==> src/rtl/nn_pkg.sv <==
// Shared constants for the NN layer datapath: default word width, scheduler
// state encoding and AXI-Lite status register layout.
package nn_pkg;

    localparam int unsigned DATA_WIDTH_DEF = 16;

    localparam logic [0:0] ST_IDLE = 1'b0;
    localparam logic [0:0] ST_SEND = 1'b1;

    localparam int unsigned STAT_BUSY_BIT = 0;
    localparam int unsigned STAT_OVF_BIT  = 1;
    localparam int unsigned STAT_DROP_LSB = 8;
    localparam int unsigned STAT_DROP_W   = 8;

    function automatic logic [31:0] pack_status(
        input logic                   busy,
        input logic                   ovf,
        input logic [STAT_DROP_W-1:0] drop_cnt
    );
        logic [31:0] word;
        word = '0;
        word[STAT_BUSY_BIT] = busy;
        word[STAT_OVF_BIT]  = ovf;
        word[STAT_DROP_LSB +: STAT_DROP_W] = drop_cnt;
        return word;
    endfunction

endpackage

==> src/rtl/layer_vec_buffer.sv <==
// Two-entry ping-pong store for complete layer output vectors with per-entry
// full flags and a word-granular read port.
module layer_vec_buffer
    import nn_pkg::*;
#(
    parameter int unsigned NN         = 30,
    parameter int unsigned DATA_WIDTH = DATA_WIDTH_DEF,
    localparam int unsigned IDX_W     = $clog2(NN)
) (
    input  logic                     clk,
    input  logic                     rst_n,
    input  logic                     wr_en,
    input  logic                     wr_sel,
    input  logic [NN*DATA_WIDTH-1:0] wr_data,
    input  logic                     rel_en,
    input  logic                     rel_sel,
    input  logic                     rd_sel,
    input  logic [IDX_W-1:0]         idx,
    output logic [DATA_WIDTH-1:0]    word,
    output logic [1:0]               full,
    output logic [1:0]               full_nxt
);

    logic [NN*DATA_WIDTH-1:0] mem [2];
    logic [NN*DATA_WIDTH-1:0] sel_vec;

    // A write to an entry released in the same cycle leaves it full.
    always_comb begin
        full_nxt = full;
        if (rel_en) begin
            full_nxt[rel_sel] = 1'b0;
        end
        if (wr_en) begin
            full_nxt[wr_sel] = 1'b1;
        end
    end

    always_ff @(posedge clk or negedge rst_n) begin
        if (!rst_n) begin
            full <= '0;
        end else begin
            full <= full_nxt;
        end
    end

    always_ff @(posedge clk) begin
        if (wr_en) begin
            mem[wr_sel] <= wr_data;
        end
    end

    assign sel_vec = mem[rd_sel];

    always_comb begin
        word = '0;
        for (int unsigned k = 0; k < NN; k++) begin
            if (idx == IDX_W'(k)) begin
                word = sel_vec[k*DATA_WIDTH +: DATA_WIDTH];
            end
        end
    end

endmodule

==> src/rtl/layer_out_scheduler.sv <==
// Captures a full parallel layer output vector on the rising edge of
// all-valid and streams it word by word to the next layer.
module layer_out_scheduler
    import nn_pkg::*;
#(
    parameter int unsigned NN         = 30,
    parameter int unsigned DATA_WIDTH = DATA_WIDTH_DEF,
    parameter int unsigned CNT_WIDTH  = 8
) (
    input  logic                     s_axi_aclk,
    input  logic                     s_axi_aresetn,
    input  logic [NN-1:0]            in_valid,
    input  logic [NN*DATA_WIDTH-1:0] in_data,
    output logic [DATA_WIDTH-1:0]    out_data,
    output logic                     out_valid,
    input  logic                     out_ready,
    output logic                     out_last,
    output logic                     busy,
    output logic [CNT_WIDTH-1:0]     drop_cnt,
    output logic                     ovf,
    input  logic                     clr_stats
);

    localparam int unsigned     IDX_W    = $clog2(NN);
    localparam logic [IDX_W-1:0] LAST_IDX = IDX_W'(NN - 1);

    logic                  all_v;
    logic                  all_v_q;
    logic                  cap;
    logic                  avail;
    logic                  wr_en;
    logic                  drop;
    logic                  rel;
    logic                  at_last;
    logic                  wr_ptr;
    logic                  rd_ptr;
    logic [0:0]            state;
    logic [IDX_W-1:0]      idx;
    logic [1:0]            full;
    logic [1:0]            full_nxt;
    logic [DATA_WIDTH-1:0] word;

    assign all_v   = &in_valid;
    assign cap     = all_v & ~all_v_q;
    assign at_last = (idx == LAST_IDX);
    assign rel     = (state == ST_SEND) && out_ready && at_last;

    // The buffer under the write pointer is reusable if it drains this cycle.
    assign avail = !full[wr_ptr] || (rel && (rd_ptr == wr_ptr));
    assign wr_en = cap && avail;
    assign drop  = cap && !avail;

    layer_vec_buffer #(
        .NN         (NN),
        .DATA_WIDTH (DATA_WIDTH)
    ) u_buf (
        .clk      (s_axi_aclk),
        .rst_n    (s_axi_aresetn),
        .wr_en    (wr_en),
        .wr_sel   (wr_ptr),
        .wr_data  (in_data),
        .rel_en   (rel),
        .rel_sel  (rd_ptr),
        .rd_sel   (rd_ptr),
        .idx      (idx),
        .word     (word),
        .full     (full),
        .full_nxt (full_nxt)
    );

    assign out_valid = (state == ST_SEND);
    assign out_last  = out_valid && at_last;
    assign out_data  = out_valid ? word : '0;

    always_ff @(posedge s_axi_aclk or negedge s_axi_aresetn) begin
        if (!s_axi_aresetn) begin
            all_v_q <= 1'b0;
            wr_ptr  <= 1'b0;
            rd_ptr  <= 1'b0;
            busy    <= 1'b0;
            state   <= ST_IDLE;
            idx     <= '0;
        end else begin
            all_v_q <= all_v;
            busy    <= |full_nxt;
            if (wr_en) begin
                wr_ptr <= ~wr_ptr;
            end
            if (rel) begin
                rd_ptr <= ~rd_ptr;
            end
            // Entering SEND on the write edge gives first-word latency of one cycle.
            case (state)
                ST_IDLE: begin
                    idx <= '0;
                    if (|full_nxt) begin
                        state <= ST_SEND;
                    end
                end
                ST_SEND: begin
                    if (out_ready) begin
                        if (at_last) begin
                            idx <= '0;
                            if (!(|full_nxt)) begin
                                state <= ST_IDLE;
                            end
                        end else begin
                            idx <= idx + 1'b1;
                        end
                    end
                end
                default: begin
                    state <= ST_IDLE;
                    idx   <= '0;
                end
            endcase
        end
    end

    always_ff @(posedge s_axi_aclk or negedge s_axi_aresetn) begin
        if (!s_axi_aresetn) begin
            drop_cnt <= '0;
            ovf      <= 1'b0;
        end else if (clr_stats) begin
            drop_cnt <= drop ? CNT_WIDTH'(1) : '0;
            ovf      <= drop;
        end else if (drop) begin
            ovf <= 1'b1;
            if (drop_cnt != '1) begin
                drop_cnt <= drop_cnt + 1'b1;
            end
        end
    end

endmodule

==> config.mk <==
export PLATFORM = sky130hd
export DESIGN_NAME = layer_out_scheduler
export DESIGN_NICKNAME = d
export VERILOG_FILES = /design/src/rtl/nn_pkg.sv /design/src/rtl/layer_vec_buffer.sv /design/src/rtl/layer_out_scheduler.sv
export SDC_FILE = /design/constraint.sdc
export NUM_CORES = 1
export LEC_CHECK = 0
export CORE_MARGIN = 2
export CORE_UTILIZATION = 55
export DETAILED_ROUTE_END_ITERATION = 16
export GPL_ROUTABILITY_DRIVEN = 0
export PLACE_DENSITY = 0.86
export SLEW_MARGIN = 20
export SYNTH_ARGS = -nofsm -noshare
export SYNTH_HDL_FRONTEND = slang
export SYNTH_HIERARCHICAL = 1
export SYNTH_SLANG_ARGS = --single-unit
export TNS_END_PERCENT = 10
==> constraint.sdc <==
create_clock -name s_axi_aclk -period 34 [get_ports s_axi_aclk]
set_input_delay 10.2 -clock s_axi_aclk [delete_from_list [all_inputs] [get_ports s_axi_aclk]]
set_output_delay 10.2 -clock s_axi_aclk [all_outputs]
set_load 0.01 [all_outputs]
==> results by group, run 1 <==
Drt
  – Avg WL per Cell: 30.66 microns
  – Post-route DRC violation count: 0
  – Drt initial violations: 4,453
  – Vias: 27,090
  – Vias/cell: 6.582
  – DR pass1 iterations: 6
  – Drt total wl: 126,200 microns
  – Final ANT Viol Nets: 0

Pwr
  – Cell Pwr Density: 49.12 nW/um^2
  – Combinational cell fraction of total power: 0.032
  – Leakage: 0.01563 uW
  – Final Power: 2467 uW
  – Switching share of power: 0.1923
  – Sequential share of power: 0.537
  – Net Switching: 474.4 uW
  – Internal power: 1993 uW
  – Max VDD drop: 40.48 uV
  – Clock network fraction of total power: 0.430

Clock tree
  – TritonCTS Buffers: 96
  – H-tree depth: 3
  – Clock Latency Late Sink: 0.67 ns
  – TritonCTS Sinks: 981
  – Post-cts gate resize count: 0
  – Clock slew at reported path FFs: 0.06 ns
  – Hold-fix buffers, CTS: 0
  – CTS tree: done
  – Post-CTS Repair Setup Buffers: 0
  – Clock buffer depth: 3
  – Root buf cell: clkbuf_16

Die
  – Die Span Y: 276.2 microns
  – Die ar.: 76,300 sq um
  – Chip width: 276.2 microns
  – Core area: 73,210 sq um
  – I/O Pins: 542
  – # rows: 99
  – Starting Density: 0.5567

Synthesis
  – Post-Synthesis Cell Area: 40,760 sq um
  – EDFF count, synth: 960
  – Ys async rst share: 0.02141
  – Area contributors post-synth: edfxtp_1, mux2i_1, mux2_2, nor3_1, dfrtp_1
  – Synth Flop Type: edfxtp_1
  – Synth Instances: 2,524
  – Seq cells post-synth: 981
  – Mean Syn Cell Area: 16.15 sq um
  – Netlist cell types: 72
  – Top cell type's share of synthesized area: 0.7073
  – Syn_nets: 3,041
  – Post-synth top area cell: edfxtp_1
  – Ys Warns: 6
  – Seq/Total Area, Yosys: 0.7202

Timing
  – Final Hold Vio Count: 0
  – Min cycle time layout: 16.70 ns
  – Unrepaired setup endpoints after global routing: no
  – Fin crit share: 0.4911
  – Slew HR: 0.1659
  – Clock Skew: 0.02435 ns
  – Setup TNS: 0 ns
  – Final worst slack: 17.30 ns
  – F_max: 59.89 MHz
  – Slew Limit Fails: 0
  – Worst slew pin tran: 1.235 ns
  – Final setup fails: 0

Worst setup path
  – Setup CP Type: flop to output pin
  – CP Cell Sequence: buf_4, buf_4, mux2_2, o21a_1, o21ai_0, a21oi_1, o211ai_1, a21oi_1, and2_1, clkdlybuf4s50_1
  – Crit path DAT: 6.50 ns
  – Startpoint Class: flop
  – Slowest CP cell: dfrtp_4
  – Crit path buf inv count: 3
  – Worst Setup End Kind: output pin
  – Crit path max-delay family: buffers and inverters
  – Critical Path RT: 23.80 ns
  – CP peak stage delay: 1.05 ns
  – Max FO, Critical Path: 68

Global route
  – GRT Total Usage: 0.3223
  – First-pass GRT wire length: 178,900 microns
  – Vias in the first global route: 26,840
  – Number of antenna violations at the first check in global routing: 34
  – GRT overflow: 0
  – Largest net degree at the start of global routing: 179

Cells and area
  – Synth-to-Final Area Change: 23.26%
  – Register area: 29,360 sq um
  – Layout cell share with drive strength beyond 1: 0.1302
  – Nets@finish: 3,568
  – Area of the multi-input gates: 10,610 sq um
  – Filler Cell Count: 4,579

Place
  – PortBufs: 541
  – Worst slack, placed: 18.01 ns
  – Post-DP HPWL: 86,260 microns

Job
  – Max cap viols: 0

Outcome
  – Status: finished, final reports clean

Min path
  – Hold Path Class: flop to flop
-- registers in the layout, indices dropped and copies added, names as in the netlist --
signal      count
wr_ptr          1
drop_cnt        8
busy            1
out_valid       1
u_buf/mem     960
ovf             1
rd_ptr          1
idx             5
u_buf/full      2
all_v_q         1
-- metrics by stage --
step / utilization / instance area (sq um) / std cells / hold WS (ns)
after global routing: 0.6860 / 50220 / 4108 / 0.5449
final: 0.6863 / 50240 / 4116 / 0.5179
after CTS: 0.6850 / 50140 / 4091 / 0.5207
after detailed placement: 0.6422 / 47010 / 3911 / 0.5050
after global placement: 0.6421 / 47010 / 3911 / 0.4823
after floorplan: - / 40760 / 2524 / 0.4631
-- power groups by stage --
stage | logic (uW) | registers [uW] | clock network, uW
6_report | 79.3 | 1330 | 1060
5_1_grt | 81.9 | 1330 | 1120
4_1_cts | 78.8 | 1330 | 1070
3_5_place_dp | 78.3 | 1350 | 0
3_3_place_gp | 75.8 | 1350 | 0
2_1_floorplan | 0.672 | 1350 | 0
-- routing by layer --
layer	vias up	share of wire	global-route usage
met5	-	0.0012	0
met4	24	0.060	0.1737
met3	389	0.12	0.07369
met2	2134	0.47	0.5146
met1	13270	0.36	0.4137
li1	11270	-	-
-- Yosys cell counts (all sizes together), types with 2 or more instances --
| master | count |
|---|---|
| a2111oi | 29 |
| a211oi | 34 |
| a21o | 5 |
| a21oi | 73 |
| a22o | 14 |
| a22oi | 3 |
| a31oi | 3 |
| a41oi | 2 |
| and2 | 21 |
| and3 | 3 |
| and3b | 3 |
| and4 | 2 |
| buf | 90 |
| clkbuf | 73 |
| dfrtp | 21 |
| edfxtp | 960 |
| ha | 3 |
| inv | 6 |
| mux2 | 174 |
| mux2i | 307 |
| nand2 | 57 |
| nand2b | 4 |
| nand3 | 100 |
| nand3b | 5 |
| nand4 | 25 |
| nor2 | 62 |
| nor2b | 10 |
| nor3 | 119 |
| nor3b | 3 |
| nor4 | 6 |
| nor4b | 2 |
| o2111ai | 4 |
| o211ai | 50 |
| o21a | 16 |
| o21ai | 104 |
| o221ai | 43 |
| o22ai | 16 |
| o311a | 2 |
| o311ai | 14 |
| o31ai | 5 |
| o32ai | 32 |
| or2 | 2 |
| or3b | 3 |
| or4 | 3 |
-- logic make-up after synthesis --
| logic type | after synthesis | synth area share |
|---|---|---|
| compound gates | 456 | 0.07853 |
| flops | 981 | 0.7202 |
| fa+ha+maj | 3 | 0.0009211 |
| simple gates | 431 | 0.05609 |
| buf+inv | 170 | 0.02035 |
| xor+xnor | 2 | 0.0004299 |
| mux | 481 | 0.1235 |
-- worst paths after layout --
check,startpoint,slack [ns],end,cells past startpoint
max reg2reg,idx[0]$_DFFE_PN0P_,27.42,u_buf/mem[1][372]$_DFFE_PP_,10
max in group asynchronous,s_axi_aresetn,24.02,rd_ptr$_DFFE_PN0P_,1
min reg2reg,u_buf/full[0]$_DFF_PN0_,0.52,u_buf/full[0]$_DFF_PN0_,1
min,u_buf/full[0]$_DFF_PN0_,0.52,u_buf/full[0]$_DFF_PN0_,1
max,rd_ptr$_DFFE_PN0P_,17.30,out_data[5],10
min in group asynchronous,s_axi_aresetn,9.55,drop_cnt[7]$_DFFE_PN0P_,1
-- area by class of cell --
class                           count  area share
Antenna cell                       24    0.001195
Clock buffer                      126     0.05258
Clock inverter                     54    0.009788
Inverter                            6   0.0004483
Multi-Input combinational cell   1373      0.2111
Sequential cell                   981      0.5844
Tap cell                          959     0.02388
Timing Repair Buffer              593      0.1166
-- cell usage in the layout (no fill, tap or decap), drive strengths merged, types with 4 or more instances in the layout --
cell           Yosys  final
a211oi            34     34
clkbuf            73    126
clkinv             0     40
o2111ai            4      4
edfxtp           960    960
o211ai            50     50
mux2i            307    307
nand2b             4      4
nor3             119    119
o311ai            14     14
a2111oi           29     29
o21a              16     16
a22o              14     14
diode              0     24
and2              21     21
o31ai              5      5
nand4             25     25
a21o               5      5
bufinv             0      9
o22ai             16     16
a21oi             73     73
dfrtp             21     21
nand3            100    100
inv                6      8
mux2             174    174
buf               90     53
o32ai             32     32
o221ai            43     43
nand3b             5      5
nor2b             10     10
nor4               6      6
nor2              62     62
o21ai            104    104
clkdlybuf4s50      0    540
nand2             57     57
Note: power is estimated with default switching activity, not from simulation.
==> run 2, diff against run 1 <==
==> constraint.sdc (replaced) <==
create_clock -name s_axi_aclk -period 16.6 [get_ports s_axi_aclk]
set_input_delay 4.98 -clock s_axi_aclk [delete_from_list [all_inputs] [get_ports s_axi_aclk]]
set_output_delay 4.98 -clock s_axi_aclk [all_outputs]
set_load 0.01 [all_outputs]
==> run 2 against run 1 <==
Compared with the run above:
- wire length fell by 0.51%
- global-route usage fell by 0.36 points
- hold slack got worse by 0.013 ns
- register-to-register slack got worse by 17 ns
- final area rose by 0.21%
- power rose by 110%
- combinational power rose by 98%
- cell count rose by 0.46%
- highest routed layer unchanged
==> results by group, run 2 (synthesis gave the netlist of run 1 again) <==
Die
  – I/O Pins: 542 (unchanged)
  – Starting Density: 0.5567 (unchanged)
  – Die Span Y: 276.2 microns (unchanged)
  – # rows: 99 (unchanged)
  – Die ar.: 76,300 sq um (unchanged)
  – Core area: 73,210 sq um (unchanged)
  – Chip width: 276.2 microns (unchanged)

Worst setup path
  – Critical Path RT: 11.62 ns (-12.18 ns)
  – CP peak stage delay: 0.87 ns (-0.18 ns)
  – Max FO, Critical Path: 115 (+69%)
  – Crit path DAT: 6.05 ns (-0.45 ns)
  – Crit path max-delay family: compound AO/OA/AOI/OAI gates
  – Crit path buf inv count: 3 (unchanged)
  – FF-to-FF Start: idx[0]$_DFFE_PN0P_
  – Setup CP Type: flop to output pin
  – Worst Setup End Kind: output pin
  – R2R Path End: u_buf/mem[0][4]$_DFFE_PP_
  – Cell depth of the worst flop-to-flop path: 9 (-1)
  – CP Cell Sequence: buf_4, buf_12, mux2i_1, nor3_1, a211oi_1, o311ai_0, a2111oi_0, a21oi_1, and2_1, clkdlybuf4s50_1
  – Slowest CP cell: dfrtp_4
  – Startpoint Class: flop
  – Flop2flop setup slack: 10.83 ns (-16.59 ns)

Timing
  – Slew HR: 0.2131 (+0.04715)
  – Worst slew pin tran: 1.166 ns (-0.06983 ns)
  – F_max: 90.66 MHz
  – Final setup fails: 0 (unchanged)
  – Unrepaired setup endpoints after global routing: no
  – Fin crit share: 0.6645
  – Clock Skew: 0.03088 ns (+0.006533 ns)
  – Final Hold Vio Count: 0 (unchanged)
  – Min cycle time layout: 11.03 ns
  – Slew Limit Fails: 0 (unchanged)
  – Setup TNS: 0 ns (unchanged)
  – Final worst slack: 5.569 ns (-11.73 ns)

Global route
  – GRT overflow: 0 (unchanged)
  – Largest net degree at the start of global routing: 179 (unchanged)
  – Vias in the first global route: 26,790 (-0.21%)
  – GRT Total Usage: 0.3187 (-0.003613)
  – Number of antenna violations at the first check in global routing: 77 (+130%)
  – First-pass GRT wire length: 178,300 microns (-0.37%)

Min path
  – Hold Path Class: flop to flop
  – Worst hold endpoint: u_buf/full[1]$_DFF_PN0_
  – Hold_sp: u_buf/full[1]$_DFF_PN0_
  – WHS Path Cells: 1 (unchanged)

Cells and area
  – Commonest cells after routing, fill and taps aside: edfxtp_1, clkdlybuf4s50_1, mux2i_1
  – Commonest non-fill, non-tap cell in the layout: edfxtp_1
  – Most flop-heavy register: u_buf/mem
  – Nets@finish: 3,557 (-0.31%)
  – Layout cell share with drive strength beyond 1: 0.1284 (-0.001824)
  – Synth-to-Final Area Change: 23.53%
  – Largest registers: u_buf/mem x960, drop_cnt x8, idx x5
  – Filler Cell Count: 4,550 (-0.63%)
  – Max reg flops: 960 (unchanged)

Pwr
  – Cell Pwr Density: 100.9 nW/um^2 (+110%)
  – Leakage: 0.01562 uW (about the same)
  – Max VDD drop: 89.78 uV (+120%)

Clock tree
  – Clock Latency Late Sink: 0.68 ns (about the same)
  – H-tree depth: 3 (unchanged)
  – TritonCTS Buffers: 97 (+1.0%)
  – Root buf cell: clkbuf_16
  – Clock slew at reported path FFs: 0.06 ns (about the same)
  – TritonCTS Sinks: 981 (unchanged)
  – Hold-fix buffers, CTS: 0 (unchanged)
  – Clock buffer depth: 3 (unchanged)
  – CTS tree: done
  – Post-CTS Repair Setup Buffers: 0 (unchanged)
  – Post-cts gate resize count: 0 (unchanged)

Place
  – Worst slack, placed: 6.492 ns (-11.52 ns)
  – PortBufs: 541 (unchanged)
  – Post-DP HPWL: 84,800 microns (-1.7%)

Drt
  – Post-route DRC violation count: 0 (unchanged)
  – Drt initial violations: 4,388 (-1.5%)
  – Drt total wl: 125,600 microns (-0.51%)
  – Vias/cell: 6.590 (+0.13%)
  – Vias: 27,250 (+0.59%)
  – DR pass1 iterations: 7 (+1)
  – Final ANT Viol Nets: 0 (unchanged)
  – Avg WL per Cell: 30.37 microns (-0.97%)

Job
  – Max cap viols: 0 (unchanged)

Outcome
  – Status: finished, final reports clean
run 2: cell types whose count changed in the layout (fill, tap and decap cells not counted), moves of 3 or more:
cell	previous run	this run
clkinv_1	15	25
clkbuf_1	23	12
clkinv_8	0	4
diode_2	24	53
buf_12	2	6
bufinv_16	9	12
buf_4	46	32
run 2: metrics by stage:
stage / total power, uW / hold slack (ns) / utilization / cell area (sq um) / instances
4_1_cts: 5093 / 0.5024 / 0.6856 / 50190 / 4081
6_report: 5081 / 0.5047 / 0.6877 / 50350 / 4135
2_1_floorplan: 2772 / 0.4631 / - / 40760 / 2524
5_1_grt: 5191 / 0.5475 / 0.6875 / 50330 / 4128
3_5_place_dp: 2923 / 0.4885 / 0.6417 / 46980 / 3899
3_3_place_gp: 2918 / 0.4767 / 0.6417 / 46980 / 3899
run 2: worst max-delay path by stage:
stage	start	end	slack [ns]	cells after the start
finish	rd_ptr$_DFFE_PN0P_	out_data[8]	5.57	10
global route	rd_ptr$_DFFE_PN0P_	out_data[8]	5.61	10
CTS	rd_ptr$_DFFE_PN0P_	out_data[9]	5.75	10
detailed placement	rd_ptr$_DFFE_PN0P_	out_data[8]	6.49	10
global placement	rd_ptr$_DFFE_PN0P_	out_data[9]	6.52	10
floorplan	in_valid[28]	u_buf/mem[1][0]$_DFFE_PP_	-1.00	5
run 2: final cells by class:
type	instances	area, sq um	area share
diodes	53	132.6	0.002634
clock buffers	111	2522	0.05010
clock inverters	71	686.9	0.01364
inverters	6	22.52	0.0004473
multi-input cells	1373	10610	0.2108
flip-flops and latches	981	29360	0.5832
well taps	959	1200	0.02383
repair buffers	581	5809	0.1154
run 2: layer usage:
layer	wire, microns	share of wire	vias up	GRT usage
met1	44430	0.35	13290	0.4066
met5	320	0.0025	-	0
met2	58730	0.47	2186	0.5017
met3	14560	0.12	452	0.07808
met4	7520	0.060	50	0.1843
li1	-	-	11270	-
run 2: worst register-to-register path, stage by stage, from the launching register on:
cell and delay (ns):
dfrtp_2 0.34, buf_4 0.65, ha_1 0.32, nand4_1 0.29
o311a_1 0.50, nor3_1 0.37, nor2b_4 0.21, buf_4 0.83
buf_12 0.70, buf_4 1.13
run 2: where the power goes:
group	internal [uW]	switching (uW)
sequential	2720	0.0000839
combinational	107	49.8
clock	1280	930
